**config.mk**
```make
export PLATFORM = sky130hd
export DESIGN_NAME = alu_cmd_sequencer_flat
export DESIGN_NICKNAME = d
export VERILOG_FILES = /design/src/rtl/alu_pkg.sv /design/src/rtl/alu_cmd_sequencer_if.sv /design/src/rtl/alu_cmd_mem.sv /design/src/rtl/alu_cmd_sequencer.sv /design/src/flat_wrapper.sv
export SDC_FILE = /design/constraint.sdc
export NUM_CORES = 1
export LEC_CHECK = 0
export CORE_MARGIN = 3
export CORE_UTILIZATION = 29
export DETAILED_ROUTE_END_ITERATION = 10
export SYNTH_ARGS = -nofsm -noshare
export SYNTH_HDL_FRONTEND = slang
export SYNTH_SLANG_ARGS = --single-unit
```
**constraint.sdc**
```tcl
create_clock -name clock -period 2.6 [get_ports clock]
set_input_delay 0.78 -clock clock [delete_from_list [all_inputs] [get_ports clock]]
set_output_delay 0.78 -clock clock [all_outputs]
set_load 0.02 [all_outputs]
```
**src/rtl/alu_pkg.sv**
```systemverilog
// Shared definitions for the ALU command sequencer: op-codes,
// program-word field offsets and sequencer FSM encoding.
package alu_pkg;

   // ALU Select op-codes
   typedef enum logic [2:0] {
      OP_ADD  = 3'd0,
      OP_SUB  = 3'd1,
      OP_AND  = 3'd2,
      OP_OR   = 3'd3,
      OP_XOR  = 3'd4,
      OP_NOT  = 3'd5,
      OP_SHL  = 3'd6,
      OP_PASS = 3'd7
   } alu_op_e;

   // Program word layout: {chain, Select[2:0], A[3:0], B[3:0], C[3:0]}
   localparam int CHAIN_BIT = 15;
   localparam int SEL_LSB   = 12;
   localparam int A_LSB     = 8;
   localparam int B_LSB     = 4;
   localparam int C_LSB     = 0;

   typedef enum logic [2:0] {
      S_IDLE,
      S_ISSUE,
      S_WAIT,
      S_CAPTURE,
      S_DONE
   } state_e;

endpackage

```
**src/rtl/alu_cmd_sequencer_if.sv**
```systemverilog
// Command/response bus between the sequencer (master) and the registered ALU (slave).
interface alu_cmd_sequencer_if;
   logic [2:0] Select;
   logic [3:0] A;
   logic [3:0] B;
   logic [3:0] C;
   logic [3:0] alu_result;
   logic       alu_carry;

   modport master (output Select, A, B, C, input alu_result, alu_carry);
   modport slave  (input Select, A, B, C, output alu_result, alu_carry);
endinterface

```
**src/rtl/alu_cmd_mem.sv**
```systemverilog
// Program RAM (16-bit words) and result RAM ({carry, RegOut}), one write
// port each, asynchronous read. Contents are not reset.
module alu_cmd_mem #(
   parameter int DEPTH = 8,
   parameter int AW    = $clog2(DEPTH)
) (
   input  logic          clock,
   input  logic          prog_we,
   input  logic [AW-1:0] prog_waddr,
   input  logic [15:0]   prog_wdata,
   input  logic [AW-1:0] prog_raddr,
   output logic [15:0]   prog_rdata,
   input  logic          res_we,
   input  logic [AW-1:0] res_waddr,
   input  logic [4:0]    res_wdata,
   input  logic [AW-1:0] res_raddr,
   output logic [4:0]    res_rdata
);

   logic [15:0] prog_mem [DEPTH];
   logic [4:0]  res_mem  [DEPTH];

   // Program write port
   always_ff @(posedge clock) begin
      if (prog_we) prog_mem[prog_waddr] <= prog_wdata;
   end

   // Result write port
   always_ff @(posedge clock) begin
      if (res_we) res_mem[res_waddr] <= res_wdata;
   end

   assign prog_rdata = prog_mem[prog_raddr];
   assign res_rdata  = res_mem[res_raddr];

endmodule

```
**src/rtl/alu_cmd_sequencer.sv**
```systemverilog
// Runs a host-loaded program against a registered ALU: one entry at a time,
// ISSUE -> WAIT(ALU_LAT) -> CAPTURE, optional chaining of the previous
// result into A, and a one-cycle done pulse at the end of the run.
module alu_cmd_sequencer
   import alu_pkg::*;
#(
   parameter int  PROG_DEPTH = 8,
   parameter int  ALU_LAT    = 1,
   localparam int AW         = $clog2(PROG_DEPTH)
) (
   input  logic                clock,
   input  logic                reset,
   input  logic                wr_en,
   input  logic [AW-1:0]       wr_addr,
   input  logic [15:0]         wr_data,
   input  logic [AW:0]         prog_len,
   input  logic                start,
   output logic                busy,
   output logic                done,
   output logic                carry_any,
   input  logic [AW-1:0]       rd_addr,
   output logic [4:0]          rd_data,
   alu_cmd_sequencer_if.master alu
);

   localparam int CW = (ALU_LAT > 1) ? $clog2(ALU_LAT) : 1;

   state_e        state;
   logic [AW-1:0] idx;
   logic [AW:0]   len_q;
   logic [AW:0]   len_clamp;
   logic [CW-1:0] cnt;
   logic [3:0]    last_result;
   logic [2:0]    sel_q;
   logic [3:0]    a_q, b_q, c_q;
   logic [15:0]   entry;
   logic          last_entry;

   assign len_clamp  = (prog_len > (AW+1)'(PROG_DEPTH)) ? (AW+1)'(PROG_DEPTH) : prog_len;
   assign last_entry = ({1'b0, idx} == len_q - 1'b1);

   // Writes from the host land only while idle, including the start cycle,
   // so a run always sees a program written alongside its start pulse.
   alu_cmd_mem #(.DEPTH(PROG_DEPTH), .AW(AW)) u_mem (
      .clock      (clock),
      .prog_we    (wr_en && (state == S_IDLE)),
      .prog_waddr (wr_addr),
      .prog_wdata (wr_data),
      .prog_raddr (idx),
      .prog_rdata (entry),
      .res_we     (state == S_CAPTURE),
      .res_waddr  (idx),
      .res_wdata  ({alu.alu_carry, alu.alu_result}),
      .res_raddr  (rd_addr),
      .res_rdata  (rd_data)
   );

   assign alu.Select = sel_q;
   assign alu.A      = a_q;
   assign alu.B      = b_q;
   assign alu.C      = c_q;

   // Sequencer FSM with registered command and status outputs
   always_ff @(posedge clock) begin
      if (reset) begin
         state       <= S_IDLE;
         idx         <= '0;
         len_q       <= '0;
         cnt         <= '0;
         busy        <= 1'b0;
         done        <= 1'b0;
         carry_any   <= 1'b0;
         last_result <= 4'd0;
         sel_q       <= 3'd0;
         a_q         <= 4'd0;
         b_q         <= 4'd0;
         c_q         <= 4'd0;
      end else begin
         done <= 1'b0;
         case (state)
            S_IDLE: begin
               if (start) begin
                  busy        <= 1'b1;
                  carry_any   <= 1'b0;
                  last_result <= 4'd0;
                  idx         <= '0;
                  len_q       <= len_clamp;
                  if (len_clamp == '0) begin
                     state <= S_DONE;
                     done  <= 1'b1;
                  end else begin
                     state <= S_ISSUE;
                  end
               end
            end
            S_ISSUE: begin
               sel_q <= entry[SEL_LSB +: 3];
               a_q   <= entry[CHAIN_BIT] ? last_result : entry[A_LSB +: 4];
               b_q   <= entry[B_LSB +: 4];
               c_q   <= entry[C_LSB +: 4];
               cnt   <= CW'(ALU_LAT - 1);
               state <= S_WAIT;
            end
            S_WAIT: begin
               if (cnt == '0) state <= S_CAPTURE;
               else           cnt   <= cnt - 1'b1;
            end
            S_CAPTURE: begin
               last_result <= alu.alu_result;
               carry_any   <= carry_any | alu.alu_carry;
               if (last_entry) begin
                  state <= S_DONE;
                  done  <= 1'b1;
               end else begin
                  idx   <= idx + 1'b1;
                  state <= S_ISSUE;
               end
            end
            S_DONE: begin
               busy  <= 1'b0;
               state <= S_IDLE;
            end
            default: state <= S_IDLE;
         endcase
      end
   end

endmodule

```
**src/flat_wrapper.sv**
```systemverilog
// flat-port wrapper written by rule: the top's interface ports become plain ports
module alu_cmd_sequencer_flat import alu_pkg::*;
#(
   parameter int  PROG_DEPTH = 8,
   parameter int  ALU_LAT    = 1,
   localparam int AW         = $clog2(PROG_DEPTH)
)
  (clock, reset, wr_en, wr_addr, wr_data, prog_len, start, busy, done, carry_any, rd_addr, rd_data, alu_Select, alu_A, alu_B, alu_C, alu_alu_result, alu_alu_carry);
  alu_cmd_sequencer_if alu_i ();
  input  logic clock;
  input  logic reset;
  input  logic wr_en;
  input  logic [AW-1:0] wr_addr;
  input  logic [15:0] wr_data;
  input  logic [AW:0] prog_len;
  input  logic start;
  output logic busy;
  output logic done;
  output logic carry_any;
  input  logic [AW-1:0] rd_addr;
  output logic [4:0] rd_data;
  output wire logic [$bits(alu_i.Select)-1:0] alu_Select;
  output wire logic [$bits(alu_i.A)-1:0] alu_A;
  output wire logic [$bits(alu_i.B)-1:0] alu_B;
  output wire logic [$bits(alu_i.C)-1:0] alu_C;
  input wire logic [$bits(alu_i.alu_result)-1:0] alu_alu_result;
  input wire logic [$bits(alu_i.alu_carry)-1:0] alu_alu_carry;
  assign alu_Select = alu_i.Select;
  assign alu_A = alu_i.A;
  assign alu_B = alu_i.B;
  assign alu_C = alu_i.C;
  assign alu_i.alu_result = alu_alu_result;
  assign alu_i.alu_carry = alu_alu_carry;
  alu_cmd_sequencer #(.PROG_DEPTH(PROG_DEPTH), .ALU_LAT(ALU_LAT)) u_core (.clock(clock), .reset(reset), .wr_en(wr_en), .wr_addr(wr_addr), .wr_data(wr_data), .prog_len(prog_len), .start(start), .busy(busy), .done(done), .carry_any(carry_any), .rd_addr(rd_addr), .rd_data(rd_data), .alu(alu_i));
endmodule
```
Word-level counts from Yosys, hierarchy flattened
Memories as Yosys holds them, arrays and structs flattened. A register that Yosys moved wholly into a read port is not among the register bits.
Cells that the tools add are included.
W data, S select, Z words.
- bits in registers: 33
- bits in writable memories: 168
- input port bits: 35
- output and inout port bits: 23
- word-level logic and storage cells: 66
- memories kept: 2
- add/sub/neg operators: 3
- magnitude comparators: 1
- equality and inequality tests: 8
- mux-type cells: 28
- bitwise operators: 1
- reductions and logical operators: 11
- memory list (name ; depth ; bits a word ; rd ports ; clocked after Yosys merged registers in ; wr ports ; RTL line ; text):
    u_core.u_mem.prog_mem ; 8 ; 16 ; 1 ; 1 ; 1 ; alu_cmd_mem.sv:20 ; logic [15:0] prog_mem [DEPTH];
    u_core.u_mem.res_mem ; 8 ; 5 ; 1 ; 0 ; 1 ; alu_cmd_mem.sv:21 ; logic [4:0] res_mem [DEPTH];
- operator list (operator ; number):
    $mux W3 ; 8
    $mux W4 ; 3
    $pmux W3 S4 ; 1
    $mux W1 ; 10
    $pmux W1 S2 ; 4
    $pmux W4 S2 ; 1
    $reduce_and A2 Y1 ; 4
    $eq A3 B2 Y1 const B ; 2
    $ne A2 B2 Y1 const B ; 3
    $pmux W3 S2 ; 1
    $reduce_bool A2 Y1 ; 3
    $eq A3 B4 Y1 ; 1
    $gt A4 B4 Y1 const B ; 1
    $logic_not A4 Y1 ; 1
    $sub A4 B1 Y4 const B ; 1
    $add A3 B1 Y3 const B ; 1
    $eq A3 B1 Y1 const B ; 1
    $eq A3 B3 Y1 const B ; 1
    $logic_not A3 Y1 ; 1
    $reduce_and A3 Y1 ; 1
    $logic_and A1 B1 Y1 ; 1
    $or A1 B1 Y1 ; 1
    $sub A1 B1 Y1 const B ; 1

Logic depth before layout (Yosys ltp)
- word-level depth: 6
- gate-level depth with buffers: 6
- gate-level depth less buffers: 6

Modules after synthesis
From an unflattened synthesis, not the netlist that was laid out.
- cells, all modules: 428
- area, all modules: 7866.3 sq um
- by module, submodules not included (module ; instances ; cells each ; area an instance (sq um) ; sequential area each (sq um)):
    alu_cmd_mem ; 1 ; 268 ; 6523.8 ; 5044.8
    alu_cmd_sequencer ; 1 ; 160 ; 1342.5 ; 640.6

Least setup slack after synthesis
Ideal clock, no wire load.
- kind: input to output
- from: in rd_addr[0]
- to: out rd_data[0]
- data arrival time: 1894 ps
- data required time: 1820 ps
- slack: -74 ps
- stages: 3
- path buffers: 1
- cells stage by stage: buf_2 mux4_2 mux2_2
- word-level cells in the longest chain between the ends: 1
- RTL lines (item ; RTL line ; text):
    from (decl) ; flat_wrapper.sv:20 ; input logic [AW-1:0] rd_addr;
    $mem_v2 Z8 W5 ; -- ;
    to (decl) ; flat_wrapper.sv:21 ; output logic [4:0] rd_data;
Every way passes these cells.

Final worst setup path
- from: in rd_addr[0]
- to: out rd_data[2]
The elaborated chain is that of the path after synthesis.

==> reports/results.ini <==
[run_status]
status=complete, but fails checks
failed_checks=negative setup slack

[pwr]
netSwitchingFraction_pct=21.5
seqPwrFrac_pct=52.2
p_leak_nw=3.05
ir_drop_uv=489
p_clk_share_pct=40.2
comb_power_share_pct=7.6
cellPowerDensity_nw_per_um2=720
p_int_mw=5.48
p_sw_mw=1.50

[clocking]
post_cts_hold_buffer_count=0
cts_max_level=1
cts_num_sinks=203
worst_setup_hold_path_clk_slew_ns=0.06
number_of_cts_inserted_buffers=20
clockBufferDepth=3
clock-root-buffer=clkbuf_16
clkLatencyLatePin_ns=0.51
cts_tree=yes
post_cts_buffers=0

[logic_synthesis]
synth_adder_area_share_pct=0.318
yosys.area_share.simple_pct=5.36
synth_top_family_by_area=multiplexers
mappedNetlistArea_um2=7870
ys_ff_latch=203
synth.area.mux_share_pct=15.1
postSynth.topFlopCell=edfxtp_1
seq_area_frac_synth_pct=73.0
post_synthesis_xor_xnor_area_fraction_pct=0.859
synth_enable_flop_cells=168
postSynthAreaPerCell_um2=18.3
synth_compound_area_share_pct=3.75
postSynth.asyncResetShare_pct=0
netlist_instances=429
post_synth_cell_types=42
synth.yosys.warnings=0
syn-num-nets=466

[global_route]
grt_overflow_total=0
grt_max_degree=23
antenna_found_initial=0
tot_gr_track_use_pct=11.0
first_global_vias=4341
global_route_wire_length_before_repair_um=25000

[sta]
fin_ws_ns=-0.0816
whs_ns=0.485
layout_worst_path_cycle_share_pct=103
slew_viol_final=0
max-slew-margin-rel_pct=48.7
setup_repair_after_global_routing_missed_its_margin=yes
achievable-frequency_mhz=373
finalHoldViolCount=0
fin_crit_period_ns=2.68
finClkSkew_ns=0.0163
setup_violations=5
actual_transition_at_the_worst_max_transition_pin_ns=0.764

[floorplan]
std_cell_rows=59
die_w_um=171
initial_core_util_pct=29.8
floorplan.die_area_um2=29100
core-area_um2=26400
die_height_um=171
pin_count=58

[critical_path]
crit_path_dat_ns=1.90
cp-end-kind=primary output
r2r_end=u_core.alu.A[0]
critical_path_buf_inv_count=3
setup.reg_to_reg.worst_slack_ns=0.61
critical-path-top-delay-family=multiplexers
worst_path_cell_chain=buf_12, buf_12, mux4_2, mux2_4, buf_6
startpoint_type=input port
required_ns=1.82
critPathMaxFanout=5
critical_path.slowest_cell=mux4_2
critPathKind=input port to primary output
cp_common_cell=buf_12
cpPeakStageDelay_ns=0.50
worstRegToRegCells=5

[routing]
avgRoutedWirePerCell_um=18.6
via_count=4160
route.final.wire_length_um=16100
detailedRoute.firstIterationViolations=415
route.antenna.remaining_nets=0
drt_pre_antenna_iters=5
vias_per_cell=4.82
detail_route.drc_violations=0

[cells_and_area]
multi_input_combinational_cell_area_um2=2020
post_route_cells_drive_above_1_share_pct=22.2
number_of_nets_in_the_final_layout=551
total_area_of_sequential_cells_um2=5750
insertedDiodeCount=0
layout.core_utilization_pct=36.8
layout-area-overhead-vs-synth_pct=23.3
count_of_filler_cells_inserted_in_the_layout=2420

[placement]
routabilityCongestion=0.800
portBuffers=57
place_hpwl_um=10800

[worst_hold_path]
hold_class=flip-flop to flip-flop
min_to=u_core.len_q[1]
hp-start=u_core.len_q[1]
holdPathStages=2

[flow_run]
cap_viol_max_count=0

[final cells by class]
type / instances / share of cell area [%]
clock buffer: 23 / 5.28
clock inverter: 13 / 1.37
inverter: 4 / 0.155
multi-input combinational: 198 / 20.8
sequential: 203 / 59.3
tap: 335 / 4.32
timing repair buffer: 87 / 8.81
[worst register-to-register path, stage by stage (launching register included)]
cell	delay (ns)
dfxtp_2	0.44
buf_4	0.31
mux4_2	0.56
mux2i_1	0.17
nor4_1	0.07
a311o_1	0.33
[cells in the mapped netlist (all sizes together), types with 2 or more instances]
cell / n / area [µm²]
nor2: 18 / 67.6
a311o: 3 / 30.0
nor3b: 3 / 22.5
mux2: 6 / 71.3
nand3b: 5 / 37.5
mux4: 42 / 946
o211ai: 3 / 22.5
nand2b: 7 / 43.8
and4: 3 / 26.3
nor3: 12 / 65.1
nand3: 5 / 25.0
a21boi: 2 / 15.0
inv: 4 / 15.0
ha: 2 / 25.0
a21oi: 19 / 95.1
nor4: 6 / 37.5
nand4: 2 / 12.5
a32oi: 2 / 17.5
nand2: 12 / 45.0
edfxtp: 168 / 5040
a22oi: 4 / 30.0
xnor2: 4 / 35.0
o21ai: 11 / 55.1
dfxtp: 35 / 701
clkbuf: 13 / 48.8
buf: 11 / 60.1
mux2i: 17 / 170
[logic make-up (layout without fill, tap and decap cells)]
| logic type | after synthesis | count (layout) |
|---|---|---|
| flip-flops | 203 | 203 |
| AND/OR/NAND/NOR | 77 | 77 |
| multiplexers | 65 | 65 |
| AO/OA/AOI/OAI | 48 | 48 |
| buffers and inverters | 28 | 127 |
| XOR/XNOR | 6 | 6 |
| adder cells (fa/ha/maj) | 2 | 2 |
[routing by layer]
layer  track usage (%)  up-vias  wire length, µm
li1                  -     1902                -
met1              14.4     2117             6900
met2              18.8      118             8020
met3              2.59       23              898
met4              2.40        0              263
met5                 0        -                0
[worst max-delay path by stage]
stage	slack, ns	cells past startpoint	endpoint	startpoint
2_1_floorplan	0.02	3	rd_data[0]	rd_addr[0]
3_3_place_gp	-0.93	5	rd_data[0]	rd_addr[0]
3_5_place_dp	-0.97	5	rd_data[3]	rd_addr[0]
4_1_cts	-0.1	5	rd_data[3]	rd_addr[0]
5_1_grt	-0.12	5	rd_data[2]	rd_addr[0]
6_report	-0.08	5	rd_data[2]	rd_addr[0]
[flip-flops by register name, summed over array words and instances, names as in the netlist, named ones only]
register / cells
u_core.state: 3
u_core.carry_any: 1
u_core.alu.A: 4
u_core.last_result: 4
u_core.alu.C: 4
u_core.u_mem.prog_mem: 128
u_core.u_mem.res_mem: 40
u_core.busy: 1
u_core.len_q: 4
u_core.done: 1
u_core.alu.B: 4
u_core.idx: 3
u_core.alu.Select: 3
[cells in the final DEF, fill, tap and decap left out, drive strengths merged, types with 12 or more instances in the layout]
cell type	count
edfxtp	168
a21oi	19
nand2	12
mux4	42
clkdlybuf4s50	49
nor3	12
buf	36
nor2	18
clkbuf	23
mux2i	17
dfxtp	35
[power by group through the flow]
stage | clock network, mW | registers (mW) | logic (mW)
detailed placement | 0 | 3.72 | 0.526
global route | 3.03 | 3.65 | 0.579
CTS | 2.88 | 3.65 | 0.538
global placement | 0 | 3.71 | 0.512
floorplan | 0 | 3.73 | 0.264
finish | 2.81 | 3.65 | 0.532
[through the flow]
| step | instances | setup TNS (ns) | total power [mW] | cell area, µm² | setup slack [ns] |
|---|---|---|---|---|---|
| after floorplan | 429 | 0 | 3.99 | 7870 | 0.0241 |
| after global placement | 826 | -4.63 | 4.22 | 9000 | -0.927 |
| after detailed placement | 826 | -4.80 | 4.24 | 9000 | -0.975 |
| after CTS | 863 | -0.418 | 7.06 | 9690 | -0.0956 |
| after global routing | 863 | -0.516 | 7.26 | 9700 | -0.117 |
| final | 863 | -0.346 | 6.98 | 9700 | -0.0816 |
[timing repair]
action,in CTS,in global routing
pin swaps,0,0
setup endpoints to repair,5,5
cloned,1,0
gates resized for setup,42,2
Power figures use the tool's default switching activity.
==> RTL edit 1 (config.mk and constraints unchanged) <==
Register the input `wr_data` before use, without a reset. The logic sees it one clock later. The other inputs are not delayed to match.
--- a/src/rtl/alu_cmd_sequencer.sv
+++ b/src/rtl/alu_cmd_sequencer.sv
@@ -27,2 +27,8 @@
 
+   logic [15:0] wr_data_q;
+
+   always_ff @(posedge clock) begin
+      wr_data_q <= wr_data;
+   end
+
    state_e        state;
@@ -47,3 +53,3 @@
       .prog_waddr (wr_addr),
-      .prog_wdata (wr_data),
+      .prog_wdata (wr_data_q),
       .prog_raddr (idx),
Behaviour: not the same (Yosys sat finds a counterexample within 4 cycles, from zero or initial values and one cycle with reset high).
==> RTL edit 1 against the original RTL <==
  * The flow still finishes with violations (negative setup slack)
  * Clock power rose by 17%
  * Sequential cell count up 16
  * Final area grew 7.1%
  * First-iteration DRC count fell by 19%
  * Total power is 17% higher
  * Die area increased by 5.0%
  * Worst setup slack worse by 0.0043 ns
  * Wire length is 5.6% higher
  * Area after synthesis rose by 5.2%
  * Critical path depth did not move
  * Core utilization is 0.37 points higher
  * Critical endpoint unchanged
==> RTL edit 1: results (changes against the original RTL) <==
Timing
  – Worst Skew: 0.0175 ns (+0.00125 ns)
  – TNS Setup: -0.364 ns (-0.0177 ns)
  – Worst setup margin: -0.0859 ns (-0.00432 ns)
  – Final setup vio count: 5 (unchanged)
  – Slew headroom: 60.3% (+12 points)

Yosys
  – Post-synthesis compound-gate area fraction: 3.94% (+0.19 points)
  – Register area share after synthesis: 73.3% (+0.24 points)
  – Post-synth net total: 504 (+8.2%)
  – Mapped Cells: 467 (+8.9%)
  – Netlist cell types: 44 (+4.8%)

Drt
  – M1 wire length: 7660 µm (+11%)
  – Routed Wire Length: 17,000 µm (+5.6%)
  – Vias/cell: 4.66 (-3.3%)
  – Met2 WL: 8190 µm (+2.1%)
  – DR iter-0 viols: 335 (-19%)
  – WL met3: 742 µm (-17%)
  – Drt first pass iters: 4 (-1)

Placement
  – Placer Congestion: 0.771 (-3.6%)
  – DP HPWL: 10,500 µm (-2.3%)
  – Placed cells: 902 (+9.2%)

Pwr
  – Pint: 6.31 mW (+15%)
  – Maximum vdd drop: 0.599 mV (+22%)
  – LEAKAGE: 3.31 nW (+8.4%)

Global route
  – First-pass GRT wire length: 26,500 µm (+6.1%)
  – Met3 Use GR: 1.98% (-0.61 points)
  – GRT Overall Usage: 11.0% (-0.019 points)
  – Met2 usage: 18.1% (-0.65 points)
  – Number of global-route vias before repair: 4,586 (+5.6%)

Clocking
  – CTS buffer count: 23 (+15%)

Cells and area
  – Largest regs: u_core.u_mem.prog_mem (128), u_core.u_mem.res_mem (40), u_core.wr_data_q (16)
  – Fill count: 2,616 (+8.1%)
  – Layout cells sized above 1: 22.8% (+0.59 points)

Status
  – Failing checks: negative setup slack
  – Status: finished, violations left
## RTL edit 1: cell types whose count changed after synthesis, sizes merged, moves of 3 or more
cell    delta
nor4       -3
xnor2      -3
dfxtp     +16
a311o      -3
buf        +3
nand2      +7
a211oi    +13
o21ai      -8
nand3      +5
nor2       +8
mux2       +5
and4       -3
## RTL edit 1: worst paths after layout
kind | start | to | slack, ns | cells past startpoint
max reg2reg | u_core.len_q[0] | flop | 0.55 | 6
min reg2reg | u_core.last_result[1] | u_core.last_result[1] | 0.48 | 2
max | rd_addr[0] | rd_data[2] | -0.09 | 5
min | u_core.last_result[1] | u_core.last_result[1] | 0.48 | 2
## RTL edit 1: what timing repair did
action                                  CTS  global route
endpoints found under the setup margin    5             5
cloned                                    1             0
resized for setup                        42             1
pin swaps                                 0             0
## RTL edit 1: power groups by stage
stage	Clock (mW)	Sequential, mW	Combinational, mW
6_report	3.28	4.04	0.842
4_1_cts	3.38	4.04	0.855
3_3_place_gp	0	4.10	0.828
3_5_place_dp	0	4.11	0.839
5_1_grt	3.52	4.06	0.914
2_1_floorplan	0	4.10	0.469
## RTL edit 1: layout make-up
| type | instances | area (µm²) | share of cell area, % |
|---|---|---|---|
| flip-flops and latches | 219 | 6070 | 58.4 |
| multi-input cells | 217 | 2100 | 20.2 |
| repair buffers | 84 | 952 | 9.17 |
| clock buffers | 30 | 652 | 6.28 |
| well taps | 378 | 473 | 4.56 |
| clock inverters | 12 | 123 | 1.18 |
| inverters | 5 | 18.8 | 0.181 |
## RTL edit 1: through the flow
step	total power, mW	utilization, %	setup slack, ns
global route	8.49	37.2	-0.110
floorplan	4.57	-	0.0230
detailed placement	4.95	34.2	-0.968
finish	8.16	37.2	-0.0859
CTS	8.27	37.2	-0.0971
global placement	4.93	34.2	-0.936
==> RTL edit 2 (same settings) <==
Made on the original files. `ALU_LAT` is set to 1 in 2 places; all go to 2.
--- a/src/rtl/alu_cmd_sequencer.sv
+++ b/src/rtl/alu_cmd_sequencer.sv
@@ -7,3 +7,3 @@
    parameter int  PROG_DEPTH = 8,
-   parameter int  ALU_LAT    = 1,
+   parameter int  ALU_LAT    = 2,
    localparam int AW         = $clog2(PROG_DEPTH)
--- a/src/flat_wrapper.sv
+++ b/src/flat_wrapper.sv
@@ -4,3 +4,3 @@
    parameter int  PROG_DEPTH = 8,
-   parameter int  ALU_LAT    = 1,
+   parameter int  ALU_LAT    = 2,
    localparam int AW         = $clog2(PROG_DEPTH)
Formal check against the unedited RTL: not equivalent (Yosys sat finds a counterexample within 10 cycles, from zero or initial values and one cycle with reset high).
==> RTL edit 2 against the original RTL <==
  * The flow still finishes with violations (negative setup slack)
  * Area after synthesis rose by 0.64%
  * Worst setup slack improved by 0.0018 ns
  * Sequential cell count rose by 1
  * Global-route usage fell by 0.095 points
  * Total power rose by 8.4%
  * Register-to-register slack improved by 0.06 ns
  * Final area rose by 2.0%
  * Via count fell by 3.2%
  * Synthesized cell count fell by 2.6%
  * Clock skew fell by 0.0072 ns
  * Wire length fell by 2.4%
  * Largest power group unchanged
==> RTL edit 2: results (changes against the original RTL) <==
Status
  – Status: finished, violations left
  – Failing checks: negative setup slack

Drt
  – Drt wl/cell: 18.4 µm (-1.5%)
  – DR iter-0 viols: 259 (-38%)
  – Drt first pass iters: 4 (-1)
  – Via count: 4,027 (-3.2%)

Yosys
  – EDFF count, synth: 168 (unchanged)
  – Ys Warns: 0 (unchanged)
  – Largest cells by area after synthesis: edfxtp_1 (64%), mux4_2 (11%), dfxtp_1 (9.1%), mux2i_1 (2.4%), mux4_1 (1.7%)
  – Fraction of registers with async set/reset: 0% (unchanged)
  – Commonest cells post-synth: edfxtp_1 (168), mux4_2 (37), dfxtp_1 (36), nor2_1 (24), mux2i_1 (19)
  – Register area share after synthesis: 72.8% (-0.21 points)
  – Post-synth net total: 455 (-2.4%)
  – Netlist cell types: 45 (+7.1%)
  – Area share of the largest cell type after synthesis: 63.7% (-0.41 points)
  – Synthesized area per cell: 18.9 µm² (+3.3%)

Global route
  – Number of global-route vias before repair: 4,369 (+0.65%)
  – Met3 Use GR: 2.07% (-0.52 points)
  – First-pass GRT wire length: 24,700 µm (-0.91%)
  – GRT Overall Usage: 10.9% (-0.095 points)
  – Initial antenna violation count: 0 (unchanged)
  – Largest net degree at the start of global routing: 21 (-8.7%)
  – Met1 Use GR: 13.9% (-0.46 points)
  – Met2 usage: 19.2% (+0.39 points)

Clocking
  – # H-tree levels: 1 (unchanged)
  – CTS buffer count: 22 (+10%)
  – Root buf cell: clkbuf_16
  – CTS clock-pin slew for the worst setup and hold paths: 0.06 ns (about the same)
  – Clock Latency Late Sink: 0.51 ns (about the same)
  – CTS Buffer Depth: 3 (unchanged)

Placement
  – Placer Congestion: 0.745 (-6.9%)
  – DP HPWL: 10,000 µm (-6.7%)
  – Pre-CTS WS: -0.953 ns (+0.0213 ns)
  – Placed inst area: 9120 µm² (+1.3%)
  – PortBufs: 57 (unchanged)
  – Placed cells: 814 (-1.5%)

Pwr
  – LEAKAGE: 3.12 nW (+2.3%)
  – Maximum vdd drop: 0.456 mV (-6.9%)
  – Power per cell area: 766 nW/µm² (+6.3%)

Cells and area
  – Largest register FFs: 128 (unchanged)
  – Largest regs: u_core.u_mem.prog_mem (128), u_core.u_mem.res_mem (40)
  – Post-Layout Cell Count: 855 (-0.93%)
  – Nets: 541 (-1.8%)
  – Diode count: 0 (unchanged)
  – Layout cells sized above 1: 23.3% (+1.1 points)

Timing
  – Slew @ Worst Pin: 0.766 ns (+0.00217 ns)
  – Final setup vio count: 5 (unchanged)
  – Worst Skew: 0.00910 ns (-0.00716 ns)
  – Worst setup margin: -0.0798 ns (+0.00177 ns)

Worst setup path
  – Arrival @ worst endpoint: 1.90 ns (about the same)
  – Crit Path Max Fanout: 5 (unchanged)

Min path
  – Hold WC Path Type: flop to flop
[RTL edit 2: changes by cell type in the layout (fill, tap and decap cells not counted), moves of 5 or more]
| cell | before | now |
|---|---|---|
| buf_4 | 27 | 15 |
| o2bb2ai_1 | 0 | 15 |
| buf_12 | 3 | 10 |
| mux4_2 | 42 | 37 |
| nor2_1 | 18 | 24 |
| a21oi_1 | 19 | 9 |
| o21ai_0 | 11 | 2 |
| mux4_1 | 0 | 5 |
| nor4_1 | 6 | 1 |
| nand3_1 | 5 | 0 |
[RTL edit 2: where the power goes]
part / internal (mW) / leakage [nW] / switching (mW)
logic: 0.398 / 0.971 / 0.404
clock network: 1.74 / 0.341 / 1.26
registers: 3.67 / 1.81 / 0.0951
[RTL edit 2: per-stage QoR]
step | power (mW) | setup TNS (ns)
after detailed placement | 4.64 | -4.67
after CTS | 7.69 | -0.377
final | 7.57 | -0.351
after global placement | 4.62 | -4.60
after global routing | 7.89 | -0.465
after floorplan | 4.30 | 0
[RTL edit 2: final timing paths]
check             slack (ns)  depth (start not counted)             from         endpoint
setup / recovery       -0.08                          5       rd_addr[0]       rd_data[2]
hold / removal          0.47                          1  u_core.alu.C[3]  u_core.alu.C[3]
setup reg to reg        0.67                          4  u_core.state[1]             flop
hold reg to reg         0.47                          1  u_core.alu.C[3]  u_core.alu.C[3]
[RTL edit 2: cell families after synthesis]
logic type	after synthesis	synth area share [%]
flip-flops	204	72.8
AND/OR/NAND/NOR	71	4.76
XOR/XNOR	4	0.443
multiplexers	73	16.4
AO/OA/AOI/OAI	39	3.64
buffers and inverters	25	1.58
adder cells (fa/ha/maj)	2	0.316
[RTL edit 2: critical path: stages]
cell and delay [ns]:
buf_8 0.09, buf_12 0.12, mux4_2 0.50, mux2_4 0.28, buf_6 0.13
[RTL edit 2: layer usage]
| metal | part of all wire (%) | up-vias |
|---|---|---|
| met1 | 43 | 2048 |
| met2 | 51 | 81 |
| li1 | - | 1868 |
| met5 | 0 | - |
| met4 | 2.2 | 0 |
| met3 | 3.7 | 30 |
[RTL edit 2: final cells by class]
| cell class | count | area [µm²] |
|---|---|---|
| Multi-Input combinational cell | 189 | 2050 |
| Clock buffer | 26 | 586 |
| Tap cell | 335 | 419 |
| Sequential cell | 204 | 5770 |
| Timing Repair Buffer | 83 | 920 |
| Fill cell | 2407 | 16500 |
| Clock inverter | 14 | 136 |
| Inverter | 4 | 15.0 |
[RTL edit 2: what timing repair did]
action | CTS | global route
hold buffers | 0 | 0
gates resized for setup | 43 | 0
buffers inserted | 0 | 0
cloned | 1 | 0
endpoints found under the setup margin | 5 | 5
